`config.mk`:
```
export PLATFORM = sky130hd
export DESIGN_NAME = period_meter_flat
export DESIGN_NICKNAME = d
export VERILOG_FILES = /design/src/rtl/period_meter_if.sv /design/src/rtl/period_meter.sv /design/src/flat_wrapper.sv
export SDC_FILE = /design/constraint.sdc
export NUM_CORES = 1
export LEC_CHECK = 0
export ABC_AREA = 1
export BUFFER_PORTS_ARGS = -buffer_cell sky130_fd_sc_hd__buf_2
export CORE_MARGIN = 2
export CORE_UTILIZATION = 55
export DETAILED_ROUTE_END_ITERATION = 10
export GPL_TIMING_DRIVEN = 0
export PLACE_DENSITY = 0.84
export SLEW_MARGIN = 20
export SYNTH_ARGS = -nofsm -noshare
export SYNTH_HDL_FRONTEND = slang
export SYNTH_SLANG_ARGS = --single-unit
```
`constraint.sdc`:
```
create_clock -name clockIn -period 2.1 [get_ports clockIn]
set_input_delay 0.42 -clock clockIn [delete_from_list [all_inputs] [get_ports clockIn]]
set_output_delay 0.42 -clock clockIn [all_outputs]
set_load 0.005 [all_outputs]
```
`src/rtl/period_meter_if.sv`:
```
// Result handshake between period_meter (master) and its consumer (slave).
// periodOut/periodValid travel from the meter; periodReady returns from the consumer.
interface period_meter_if #(
  parameter int COUNT_WIDTH = 32
);
  logic [COUNT_WIDTH-1:0] periodOut;
  logic                   periodValid;
  logic                   periodReady;

  modport master (
    output periodOut,
    output periodValid,
    input  periodReady
  );

  modport slave (
    input  periodOut,
    input  periodValid,
    output periodReady
  );
endinterface

```
`src/rtl/period_meter.sv`:
```
// period_meter: measures the rising-edge period of an asynchronous tick input in
// clockIn cycles and delivers each result over a valid/ready handshake.
// Optional feature macro: PERIOD_MINMAX_EN adds minPeriod/maxPeriod tracking outputs.
module period_meter #(
  parameter int          COUNT_WIDTH = 32,
  parameter int unsigned TIMEOUT     = 200000000,
  parameter int          SYNC_STAGES = 2
) (
  input  logic                   clockIn,
  input  logic                   resetN,
  input  logic                   tickIn,
  input  logic                   enable,
  period_meter_if.master         res,
  output logic                   timeoutFlag,
  output logic                   overrun
`ifdef PERIOD_MINMAX_EN
  ,
  output logic [COUNT_WIDTH-1:0] minPeriod,
  output logic [COUNT_WIDTH-1:0] maxPeriod
`endif
);

  typedef enum logic [1:0] {
    S_IDLE    = 2'd0,
    S_ARM     = 2'd1,
    S_MEASURE = 2'd2,
    S_TOUT    = 2'd3
  } state_t;

  localparam logic [COUNT_WIDTH-1:0] C_TIMEOUT = COUNT_WIDTH'(TIMEOUT);
  localparam logic [COUNT_WIDTH-1:0] C_ONE     = COUNT_WIDTH'(1);

  logic [SYNC_STAGES-1:0] r_sync;
  logic                   r_sync_prev;
  logic                   w_rise;

  state_t                 r_state;
  state_t                 w_state_next;

  logic [COUNT_WIDTH-1:0] r_count;
  logic [COUNT_WIDTH-1:0] w_count_next;
  logic                   w_at_limit;
  logic                   w_load;
  logic                   r_timeout;
  logic                   w_timeout_next;

  logic [COUNT_WIDTH-1:0] r_period;
  logic                   r_valid;
  logic                   r_overrun;

  // Synchronize the asynchronous tick and keep one extra flop of history for edge detect.
  // NOTE: every clocked process uses non-blocking assignments so all flops sample
  // pre-edge values; blocking here would collapse the synchronizer chain into one flop.
  always_ff @(posedge clockIn or negedge resetN) begin
    if (!resetN) begin
      r_sync      <= '0;
      r_sync_prev <= 1'b0;
    end else begin
      r_sync      <= {r_sync[SYNC_STAGES-2:0], tickIn};
      r_sync_prev <= r_sync[SYNC_STAGES-1];
    end
  end

  assign w_rise     = r_sync[SYNC_STAGES-1] & ~r_sync_prev;
  assign w_at_limit = (r_count == C_TIMEOUT);

  // FSM state register.
  always_ff @(posedge clockIn or negedge resetN) begin
    if (!resetN) r_state <= S_IDLE;
    else         r_state <= w_state_next;
  end

  // FSM next-state logic; dropping enable always returns to IDLE.
  // NOTE: each always_comb output gets a default on its first line so no path can
  // leave it unassigned, which is what would otherwise infer a latch.
  always_comb begin
    w_state_next = r_state;
    if (!enable) begin
      w_state_next = S_IDLE;
    end else begin
      case (r_state)
        S_IDLE:    w_state_next = S_ARM;
        S_ARM:     if (w_rise) w_state_next = S_MEASURE;
        S_MEASURE: if (!w_rise && w_at_limit) w_state_next = S_TOUT;
        S_TOUT:    if (w_rise) w_state_next = S_MEASURE;
        default:   w_state_next = S_IDLE;
      endcase
    end
  end

  // FSM outputs: counter update, result load strobe and timeout flag update.
  always_comb begin
    w_count_next   = r_count;
    w_load         = 1'b0;
    w_timeout_next = r_timeout;
    if (!enable) begin
      w_count_next   = '0;
      w_timeout_next = 1'b0;
    end else begin
      case (r_state)
        S_IDLE: begin
          w_count_next   = '0;
          w_timeout_next = 1'b0;
        end
        S_ARM: begin
          // First edge only starts the interval; it carries no result.
          if (w_rise) w_count_next = C_ONE;
        end
        S_MEASURE: begin
          if (w_rise) begin
            w_count_next = C_ONE;
            w_load       = 1'b1;
          end else if (w_at_limit) begin
            // Counter holds at TIMEOUT, so it can never wrap.
            w_timeout_next = 1'b1;
          end else begin
            w_count_next = r_count + C_ONE;
          end
        end
        S_TOUT: begin
          // The stalled interval is discarded; the edge restarts measurement.
          if (w_rise) begin
            w_count_next   = C_ONE;
            w_timeout_next = 1'b0;
          end
        end
        default: begin
          w_count_next   = '0;
          w_timeout_next = 1'b0;
        end
      endcase
    end
  end

  // Period counter and timeout flag registers.
  always_ff @(posedge clockIn or negedge resetN) begin
    if (!resetN) begin
      r_count   <= '0;
      r_timeout <= 1'b0;
    end else begin
      r_count   <= w_count_next;
      r_timeout <= w_timeout_next;
    end
  end

  // Result register and handshake: a load wins over a same-cycle transfer, and
  // a load onto an unaccepted result marks overrun until enable drops.
  always_ff @(posedge clockIn or negedge resetN) begin
    if (!resetN) begin
      r_period  <= '0;
      r_valid   <= 1'b0;
      r_overrun <= 1'b0;
    end else begin
      if (w_load) begin
        r_period <= r_count;
        r_valid  <= 1'b1;
      end else if (r_valid && res.periodReady) begin
        r_valid <= 1'b0;
      end

      if (!enable)                                      r_overrun <= 1'b0;
      else if (w_load && r_valid && !res.periodReady)   r_overrun <= 1'b1;
    end
  end

`ifdef PERIOD_MINMAX_EN
  logic [COUNT_WIDTH-1:0] r_min;
  logic [COUNT_WIDTH-1:0] r_max;

  // Track extreme periods over all loaded results since reset or enable drop.
  always_ff @(posedge clockIn or negedge resetN) begin
    if (!resetN) begin
      r_min <= '1;
      r_max <= '0;
    end else if (!enable) begin
      r_min <= '1;
      r_max <= '0;
    end else if (w_load) begin
      if (r_count < r_min) r_min <= r_count;
      if (r_count > r_max) r_max <= r_count;
    end
  end

  assign minPeriod = r_min;
  assign maxPeriod = r_max;
`endif

  assign res.periodOut   = r_period;
  assign res.periodValid = r_valid;
  assign timeoutFlag     = r_timeout;
  assign overrun         = r_overrun;

endmodule
```
`src/flat_wrapper.sv`:
```
// flat-port wrapper written by rule: the top's interface ports become plain ports
module period_meter_flat 
#(
  parameter int          COUNT_WIDTH = 32,
  parameter int unsigned TIMEOUT     = 200000000,
  parameter int          SYNC_STAGES = 2
)
  (clockIn, resetN, tickIn, enable, timeoutFlag, overrun, res_periodOut, res_periodValid, res_periodReady);
  period_meter_if #(.COUNT_WIDTH(COUNT_WIDTH)) res_i ();
  input  logic clockIn;
  input  logic resetN;
  input  logic tickIn;
  input  logic enable;
  output logic timeoutFlag;
  output logic overrun;
  output wire logic [$bits(res_i.periodOut)-1:0] res_periodOut;
  output wire logic [$bits(res_i.periodValid)-1:0] res_periodValid;
  input wire logic [$bits(res_i.periodReady)-1:0] res_periodReady;
  assign res_periodOut = res_i.periodOut;
  assign res_periodValid = res_i.periodValid;
  assign res_i.periodReady = res_periodReady;
  period_meter #(.COUNT_WIDTH(COUNT_WIDTH), .TIMEOUT(TIMEOUT), .SYNC_STAGES(SYNC_STAGES)) u_core (.clockIn(clockIn), .resetN(resetN), .tickIn(tickIn), .enable(enable), .res(res_i), .timeoutFlag(timeoutFlag), .overrun(overrun));
endmodule
```
==> results of run 1 <==
==> registers in the layout (all words and copies together), names as in the netlist <==
signal,cells
u_core.res.periodValid,1
u_core.res.periodOut,32
u_core.r_sync_prev,1
u_core.r_state,2
u_core.overrun,1
u_core.timeoutFlag,1
u_core.r_sync,2
u_core.r_count,32
==> synthesized netlist by cell type (all sizes together) <==
| cell type | count |
|---|---|
| nor2 | 87 |
| a21oi | 5 |
| clkbuf | 8 |
| buf | 9 |
| o21bai | 2 |
| nand4 | 13 |
| o31ai | 1 |
| nand2 | 173 |
| nand3 | 49 |
| inv | 52 |
| o21ai | 50 |
| nor3 | 2 |
| ha | 2 |
| xor2 | 8 |
| o22ai | 5 |
| dfrtp | 72 |
| o41ai | 2 |
==> logic make-up (layout without fill, tap and decap cells) <==
logic type      Yosys count  in the layout  synth area share
fa+ha+maj                 2              2           0.00624
simple gates            324            324             0.351
buf+inv                  69            125            0.0746
flops                    72             72             0.449
xor+xnor                  8              8            0.0175
compound gates           65             65             0.101
==> worst max-delay path, delay by kind of cell, from the launching register on <==
kind          cells  cell delay, ps
buf+inv           3             400
fa+ha+maj         1             160
flops             1             490
simple gates      8             810
==> how the worst max path moves through the flow <==
stage / from / endpoint / slack (ps)
final: u_core.r_count[0]$_DFFE_PN0P_ / u_core.r_count[21]$_DFFE_PN0P_ / 120
after global routing: u_core.r_count[0]$_DFFE_PN0P_ / u_core.r_count[25]$_DFFE_PN0P_ / 2
after CTS: u_core.r_count[0]$_DFFE_PN0P_ / u_core.r_count[12]$_DFFE_PN0P_ / 10
after detailed placement: u_core.r_count[0]$_DFFE_PN0P_ / u_core.r_count[12]$_DFFE_PN0P_ / -100
after global placement: u_core.r_count[0]$_DFFE_PN0P_ / u_core.r_count[12]$_DFFE_PN0P_ / -70
after floorplan: u_core.r_count[0]$_DFFE_PN0P_ / u_core.r_count[17]$_DFFE_PN0P_ / 450
==> per-layer routing <==
layer | vias to the layer above | global-route usage | routed length, µm
li1 | 1837 | - | -
met1 | 1772 | 0.426 | 5270
met2 | 120 | 0.495 | 5400
met3 | 30 | 0.0563 | 568
met4 | 0 | 0.159 | 435
met5 | - | 0 | 0
==> stage by stage <==
step	total power, mW	hold WS, ps	area (µm²)	setup slack [ps]	cells
floorplan	1.66	124	4010	454	540
global placement	1.78	341	4330	-66.0	678
detailed placement	1.80	345	4350	-101	679
CTS	3.06	12.8	4590	10.3	695
global route	3.15	40.0	4590	2.30	695
finish	3.06	3.09	4590	118	695
==> where the power goes <==
group	internal, mW	switching (mW)
clock network	0.737	0.546
logic	0.0816	0.240
registers	1.42	0.0385
total	2.23	0.824
==> layout make-up <==
class	count	area [µm²]
timing repair buffer	40	218
multi-input combinational	399	1920
sequential	72	1800
clock inverter	4	76.3
clock buffer	12	155
tap	99	124
buffer	17	98.8
fill	691	2540
inverter	52	200
==> cell usage in the layout (no fill, tap or decap) <==
cell and instances:
clkinvlp_4 1, nand3_4 1, nand2_2 5, nand2_4 1, buf_12 2, nand3_1 46
clkinv_4 1, nor2_1 78, inv_1 40, nand2_1 167, xor2_1 8, ha_1 1
clkbuf_1 9, o31ai_1 1, dfrtp_2 1, ha_2 1, o22ai_2 5, nor2_8 1
nor2_2 3, bufinv_16 2, dfrtp_1 71, nor3_1 2, o21ai_2 7, o41ai_1 2
nand3_2 2, buf_2 41, inv_6 1, a21oi_1 5, buf_1 3, o21ai_0 43
buf_4 2, inv_2 11, nor2_4 5, clkbuf_8 11, o21bai_1 2, nand4_1 13
buf_8 1
==> what timing repair did <==
| item | CTS | global route |
|---|---|---|
| gates resized for setup | 3 | 2 |
| hold endpoints to repair | 0 | 0 |
| hold buffers | 0 | 0 |
| endpoints found under the setup margin | 12 | 14 |
==> flow_metrics.tcl, run 1 <==
set metrics [dict create \
    grt_max_degree 40 \
    peakVddDrop_v 0.000309 \
    slew_headroom 0.440 \
    wirelength_um 11700 \
    fin_skew_ps 12.3 \
    synth-seq-cells 72 \
    worstPathCellList "inv_2 > ha_1 > nand2_1 > nor2_1 > nand2_1 > nor2_4 > nand3_4 > nand2_4 > inv_6 > buf_8 > nand3_1 > nand2_1" \
    die_area_um2 7990 \
    path_class "flip-flop to flip-flop" \
    ys_types 31 \
    grt_pass1_vias 3532 \
    period_share 0.944 \
    routed_via_density 5.41 \
    clk_latency_ps 350 \
    synth_area_um2 4010 \
    syn_area_per_cell_um2 7.42 \
    grt_pass1_wl_um 18600 \
    drv_slew 0 \
    gp_congestion 0.983 \
    grt_usage 0.318 \
    hold_path.class "input pin to asynchronous set/reset pin" \
    ioPinCount 40 \
    io_buffers 39 \
    route.detailed.drc 0 \
    outcome "finished, final reports clean" \
    drt_iter0_drc 283 \
    r2r_slack_ps 120 \
    r2r_start "u_core.r_count[0]$_DFFE_PN0P_" \
    fmax_ghz 0.505 \
    crit_fanout 10 \
    htreeDepth 3 \
    overflow 0 \
    synth_area_leader_cell "dfrtp_1" \
    initial_utilization 0.562 \
    antenna_found_initial 0 \
    syn_to_final_growth_pct 14.6 \
    syn_nets 547 \
    post-dp-hpwl_um 8950 \
    slowest_delay_ps 490 \
    maxCapViolations 0 \
    die_w_um 89.4 \
    worstRegToRegCells 12 \
    ys_seq_area_frac 0.449 \
    crit_top_cell "nand2_1" \
    arrival_ps 2230 \
    synth_top_cell_area_share 0.449 \
    setup_violations 0 \
    finalHoldViolCount 0 \
    cpMaxStageDelayCell "dfrtp_2" \
    core_area_um2 7140 \
    fin_crit_ps 1980 \
    pwr_density_cell_nw_per_um2 666 \
    crit_path_start_kind "flip-flop" \
    ys_warn_count 0 \
    rows 31 \
    final_nets 598 \
    drt-wirelength-per-cell_um 16.8 \
    clk_path_buf_depth 2 \
    clock_sinks 72 \
    tightest_slew_ps 840 \
    dr.pass1.iters 5 \
    fin_setup_tns_ps 0 \
    post_cts_buffers 0 \
    path_clk_slew_ps 80 \
    cts_buffers 9 \
    p_leak_nw 2.07 \
    fin_util 0.644 \
    rsz0062_at_grt "no" \
    cts_tree "built" \
    diodes 0 \
    ant_nets 0 \
    synth_cells 540 \
    synthTopCellsByArea "dfrtp_1, nand2_1, nor2_1, nand3_1, o21ai_0" \
    vias 3759 \
    worst_r2r_endpoint "u_core.r_count[21]$_DFFE_PN0P_" \
    crit_required_ps 2350 \
    chipHeight_um 89.4 \
    crit_path_end_kind "flip-flop" \
    layout-drive-gt1-share 0.176 \
    root_buffer "clkbuf_8" \
]
No activity file was read; power rests on OpenSTA's default activity.
==> run 2, diff against run 1 <==
--- a/config.mk
+++ b/config.mk
@@ -9,2 +9,3 @@
 export BUFFER_PORTS_ARGS = -buffer_cell sky130_fd_sc_hd__buf_2
+export CORE_ASPECT_RATIO = 1.75
 export CORE_MARGIN = 2
==> constraint.sdc (replaced) <==
create_clock -name clockIn -period 2.1 [get_ports clockIn]
set_input_delay 0.105 -clock clockIn [delete_from_list [all_inputs] [get_ports clockIn]]
set_output_delay 0.105 -clock clockIn [all_outputs]
set_load 0.005 [all_outputs]
==> run 2 against run 1 <==
Compared with the run above: largest power group unchanged; sequential power about the same; design area up 1.1%; register-to-register slack better by 20 ps; critical path type unchanged; largest cell class unchanged.
==> flow_metrics.tcl, run 2 (synthesized netlist as in run 1, its figures left out) <==
set metrics [dict create \
    outcome "finished, final reports clean" \
    pwr-share-clk 0.434 \
    initial_utilization 0.562 \
    cts_buffers 9 \
    drt-wirelength-per-cell_um 17.9 \
    dp.cells 666 \
    p_int_mw 2.35 \
    peakVddDrop_v 0.000658 \
    totalPowerFinal_mw 3.19 \
    final_cell_mix "nand2_1, nor2_1, dfrtp_1" \
    stdcell_area_um2 4640 \
    root_buffer "clkbuf_16" \
    crit_path_end_kind "flip-flop" \
    layout_commonest_cell "nand2_1" \
    arrival_ps 2190 \
    setup_ws_ps 141 \
    power.switching_mw 0.836 \
    tightest_slew_ps 745 \
    path_clk_slew_ps 60 \
    grt_pass1_vias 3737 \
    route.detailed.drc 0 \
    switching_share 0.262 \
    drt_iter0_drc 346 \
    fin_skew_ps 8.81 \
    htreeDepth 3 \
    rows 41 \
    hold_path.class "input pin to flip-flop" \
    grt_usage 0.338 \
    comb_power_share 0.109 \
    crit_fanout 10 \
    overflow 0 \
    slew_headroom 0.503 \
    fin_setup_tns_ps 0 \
    antenna_found_initial 0 \
    drv_slew 0 \
    post-dp-hpwl_um 9360 \
    hold-worst-slack_ps 178 \
    ant_nets 0 \
    syn_to_final_growth_pct 15.9 \
    seq_power_share 0.457 \
    core_area_um2 7130 \
    wirelength_um 12200 \
    period_share 0.933 \
    diodes 0 \
    clk_latency_ps 350 \
    io_buffers 39 \
    maxCapViolations 0 \
    crit_required_ps 2330 \
    setup_violations 0 \
    cts_tree "built" \
    rsz0062_at_grt "no" \
    p_leak_nw 2.10 \
    crit_path_start_kind "flip-flop" \
    fin_util 0.651 \
    chipHeight_um 117 \
    ioPinCount 40 \
    vias 3832 \
    layout-drive-gt1-share 0.171 \
    finalHoldViolCount 0 \
    post_dp_cell_area_um2 4330 \
    clock_sinks 72 \
    final_nets 602 \
    fin_cells 683 \
    die_area_um2 8010 \
    grt_pass1_wl_um 19200 \
    filler_cell_count 629 \
    gp_congestion 1.01 \
    path_class "flip-flop to flip-flop" \
    routed_via_density 5.61 \
    dr.pass1.iters 7 \
    grt_max_degree 39 \
    fmax_ghz 0.510 \
    pwr_density_cell_nw_per_um2 687 \
    die_w_um 68.5 \
    r2r_slack_ps 140 \
    clk_path_buf_depth 2 \
    fin_crit_ps 1960 \
    post-place-ws_ps -52.2 \
]
[run 2: metal layers]
layer	track usage	part of all wire	up-vias	routed length, µm
li1	-	-	1842	-
met1	0.385	0.38	1792	4580
met2	0.575	0.53	150	6430
met3	0.0516	0.048	48	585
met4	0.211	0.050	0	609
met5	0	0	-	0
[run 2: power groups by stage]
stage | Combinational [mW] | Clock, mW | Sequential (mW)
floorplan | 0.184 | 0 | 1.47
global placement | 0.309 | 0 | 1.48
detailed placement | 0.327 | 0 | 1.48
CTS | 0.334 | 1.39 | 1.46
global route | 0.379 | 1.44 | 1.46
finish | 0.347 | 1.39 | 1.46
[run 2: worst paths after layout]
path | from | depth (start not counted) | endpoint
max in group asynchronous | resetN | 3 | u_core.r_count[0]$_DFFE_PN0P_
max | u_core.r_count[0]$_DFFE_PN0P_ | 12 | u_core.r_count[27]$_DFFE_PN0P_
min in group asynchronous | resetN | 2 | u_core.r_count[6]$_DFFE_PN0P_
min | enable | 3 | u_core.timeoutFlag$_DFFE_PN0P_
max reg2reg | u_core.r_count[0]$_DFFE_PN0P_ | 12 | u_core.r_count[27]$_DFFE_PN0P_
min reg2reg | u_core.r_sync[0]$_DFF_PN0_ | 0 | u_core.r_sync[1]$_DFF_PN0_
[run 2: what timing repair did]
action | in CTS | in global routing
hold buffers | 3 | 0
buffers inserted | 0 | 1
setup endpoints to repair | 15 | 22
gates resized for setup | 2 | 3
endpoints found under the hold margin | 36 | 0
[run 2: area by class of cell]
class	count	area, µm²	share of cell area
multi-input combinational	399	1920	0.412
sequential	72	1800	0.388
clock buffer	12	256	0.0552
timing repair buffer	44	255	0.0550
inverter	52	203	0.0436
tap	86	108	0.0232
buffer	17	98.8	0.0213
clock inverter	1	5.00	0.00108
[run 2: worst max-delay path: stages, from the launching register on]
cell	delay, ps
dfrtp_2	460
inv_4	120
ha_1	160
nand2_1	50
nor2_1	110
nand2_1	90
nor2_4	170
nand3_4	120
nand2_4	160
inv_6	80
buf_8	160
nand3_1	80
nand2_1	70
==> run 3, diff against run 2 <==
Settings changed: BUFFER_PORTS_ARGS -buffer_cell sky130_fd_sc_hd__buf_2 to default, CORE_MARGIN 2 to 1.5, DONT_BUFFER_PORTS from default to 1, PLACE_DENSITY 0.84 to 0.79.
==> run 3 against run 2 <==
Compared with the run above: utilization down 2.2 points; hold slack worse by 170 ps; largest power group is now the clock network; final cell count shrank 5.4%; die area down 2.3%; largest cell class unchanged.
==> flow_metrics.tcl, run 3 (synthesized netlist as in run 1, its figures left out) <==
set metrics [dict create \
    outcome "finished, final reports clean" \
    htreeDepth 3 \
    drt-wirelength-per-cell_um 19.0 \
    post_dp_cell_area_um2 4120 \
    crit_path_start_kind "flip-flop" \
    seq_power_share 0.438 \
    gp_congestion 0.967 \
    cpMaxStageDelayCell "dfrtp_2" \
    path_class "flip-flop to flip-flop" \
    die_area_um2 7830 \
    layout-drive-gt1-share 0.114 \
    fmax_ghz 0.496 \
    vias 3695 \
    min_to "u_core.overrun$_DFFE_PN0P_" \
    path_clk_slew_ps 50 \
    slowest_delay_ps 490 \
    grt_usage 0.339 \
    critical_path.top_delay_family "simple AND/OR/NAND/NOR gates" \
    worstRegToRegCells 12 \
    wl_met3_um 713 \
    finalHoldViolCount 0 \
    peakVddDrop_v 0.000543 \
    cp_num_buf_inv 3 \
    hold-worst-slack_ps 10.9 \
    filler_cell_count 664 \
    switching_share 0.259 \
    crit_required_ps 2320 \
    r2r_start "u_core.r_count[0]$_DFFE_PN0P_" \
    routed_via_density 5.72 \
    dp.cells 626 \
    fin_skew_ps 5.93 \
    drt_iter0_drc 298 \
    r2r_slack_ps 80 \
    power.switching_mw 0.868 \
    multi_input_area_um2 1920 \
    fin_setup_tns_ps 0 \
    chipHeight_um 116 \
    hold_path.class "input pin to flip-flop" \
    grt_pass1_wl_um 18700 \
    dr.pass1.iters 5 \
    p_leak_nw 1.91 \
    wirelength_um 12300 \
    whs_path_depth 3 \
    syn_to_final_growth_pct 12.0 \
    ant_nets 0 \
    ioPinCount 40 \
    seq_area_um2 1800 \
    overflow 0 \
    root_buffer "clkbuf_16" \
    p_int_mw 2.48 \
    arrival_ps 2240 \
    crit_fanout 10 \
    fin_crit_ps 2020 \
    antenna_found_initial 0 \
    stdcell_area_um2 4490 \
    diodes 0 \
    fin_util 0.630 \
    rsz0062_at_grt "no" \
    final_cell_mix "nand2_1, nor2_1, dfrtp_1" \
    initial_utilization 0.562 \
    wl_met2_um 6330 \
    top_layer "met4" \
    final_nets 562 \
    worstPathCellList "inv_4 > ha_1 > nand2_1 > nor2_1 > nand2_1 > nor2_4 > nand3_4 > nand2_8 > inv_6 > buf_8 > nand3_1 > nand2_1" \
    die_w_um 67.5 \
    io_buffers 0 \
    met1_length_um 4530 \
    post-dp-hpwl_um 9200 \
    crit_top_cell "nand2_1" \
    core_area_um2 7130 \
    drv_slew 0 \
    rows 41 \
    layout_commonest_cell "nand2_1" \
    clk_latency_ps 340 \
    grt_max_degree 73 \
    comb_power_share 0.096 \
    clk_path_buf_depth 2 \
    maxCapViolations 0 \
    cts_buffers 9 \
    slew_headroom 0.540 \
    pwr-share-clk 0.466 \
    worst_r2r_endpoint "u_core.r_count[17]$_DFFE_PN0P_" \
    period_share 0.960 \
    crit_path_end_kind "flip-flop" \
    holdCritStartpoint "res_periodReady" \
    fin_cells 646 \
    clock_sinks 72 \
    setup_violations 0 \
    grt_pass1_vias 3594 \
    cts_tree "built" \
    route.detailed.drc 0 \
    pwr_density_cell_nw_per_um2 746 \
    tightest_slew_ps 690 \
]
## run 3: timing repair
item                       CTS  global route
gates resized for setup      2             3
hold buffers                 4             0
setup buffers                0             0
hold endpoints to repair    74             0
setup endpoints to repair   21            17
## run 3: worst reg2reg max path, cell delays in order, from the launching register on
cell and delay, ps:
dfrtp_2 490, inv_4 140, ha_1 160, nand2_1 50, nor2_1 100, nand2_1 110, nor2_4 170, nand3_4 140
nand2_8 140, inv_6 80, buf_8 160, nand3_1 80, nand2_1 70
## run 3: worst max-delay path by stage
stage | startpoint | endpoint | depth (start not counted)
final | u_core.r_count[0]$_DFFE_PN0P_ | u_core.r_count[17]$_DFFE_PN0P_ | 12
after global routing | u_core.r_count[0]$_DFFE_PN0P_ | u_core.r_count[17]$_DFFE_PN0P_ | 12
after global placement | u_core.r_count[0]$_DFFE_PN0P_ | u_core.r_count[17]$_DFFE_PN0P_ | 12
after CTS | u_core.r_count[0]$_DFFE_PN0P_ | u_core.r_count[16]$_DFFE_PN0P_ | 9
after floorplan | u_core.r_count[0]$_DFFE_PN0P_ | u_core.r_count[17]$_DFFE_PN0P_ | 12
after detailed placement | u_core.r_count[0]$_DFFE_PN0P_ | u_core.r_count[17]$_DFFE_PN0P_ | 12
## run 3: cell type report
cell class / instances / share of cell area
Tap cell: 86 / 0.0240
Clock inverter: 3 / 0.00892
Buffer: 17 / 0.0220
Clock buffer: 13 / 0.0580
Inverter: 52 / 0.0452
Sequential cell: 72 / 0.402
Timing Repair Buffer: 4 / 0.0128
Multi-Input combinational cell: 399 / 0.428
## run 3: layer usage
layer  up-vias  global-route usage
met2       140               0.576
met4         0               0.195
met5         -                   0
met3        36              0.0621
li1       1761                   -
met1      1758               0.387
## run 3: metrics by stage
step,power [mW],setup WS (ps)
4_1_cts,3.35,13.2
3_5_place_dp,1.76,-95.9
3_3_place_gp,1.75,-71.9
6_report,3.35,83.4
2_1_floorplan,1.66,454
5_1_grt,3.45,4.00
## run 3: power by group through the flow
stage          clock network (mW)  logic, mW  registers (mW)
2_1_floorplan                   0      0.184            1.47
4_1_cts                      1.57      0.318            1.46
3_3_place_gp                    0      0.269            1.48
5_1_grt                      1.63      0.350            1.47
6_report                     1.56      0.323            1.47
3_5_place_dp                    0      0.277            1.48
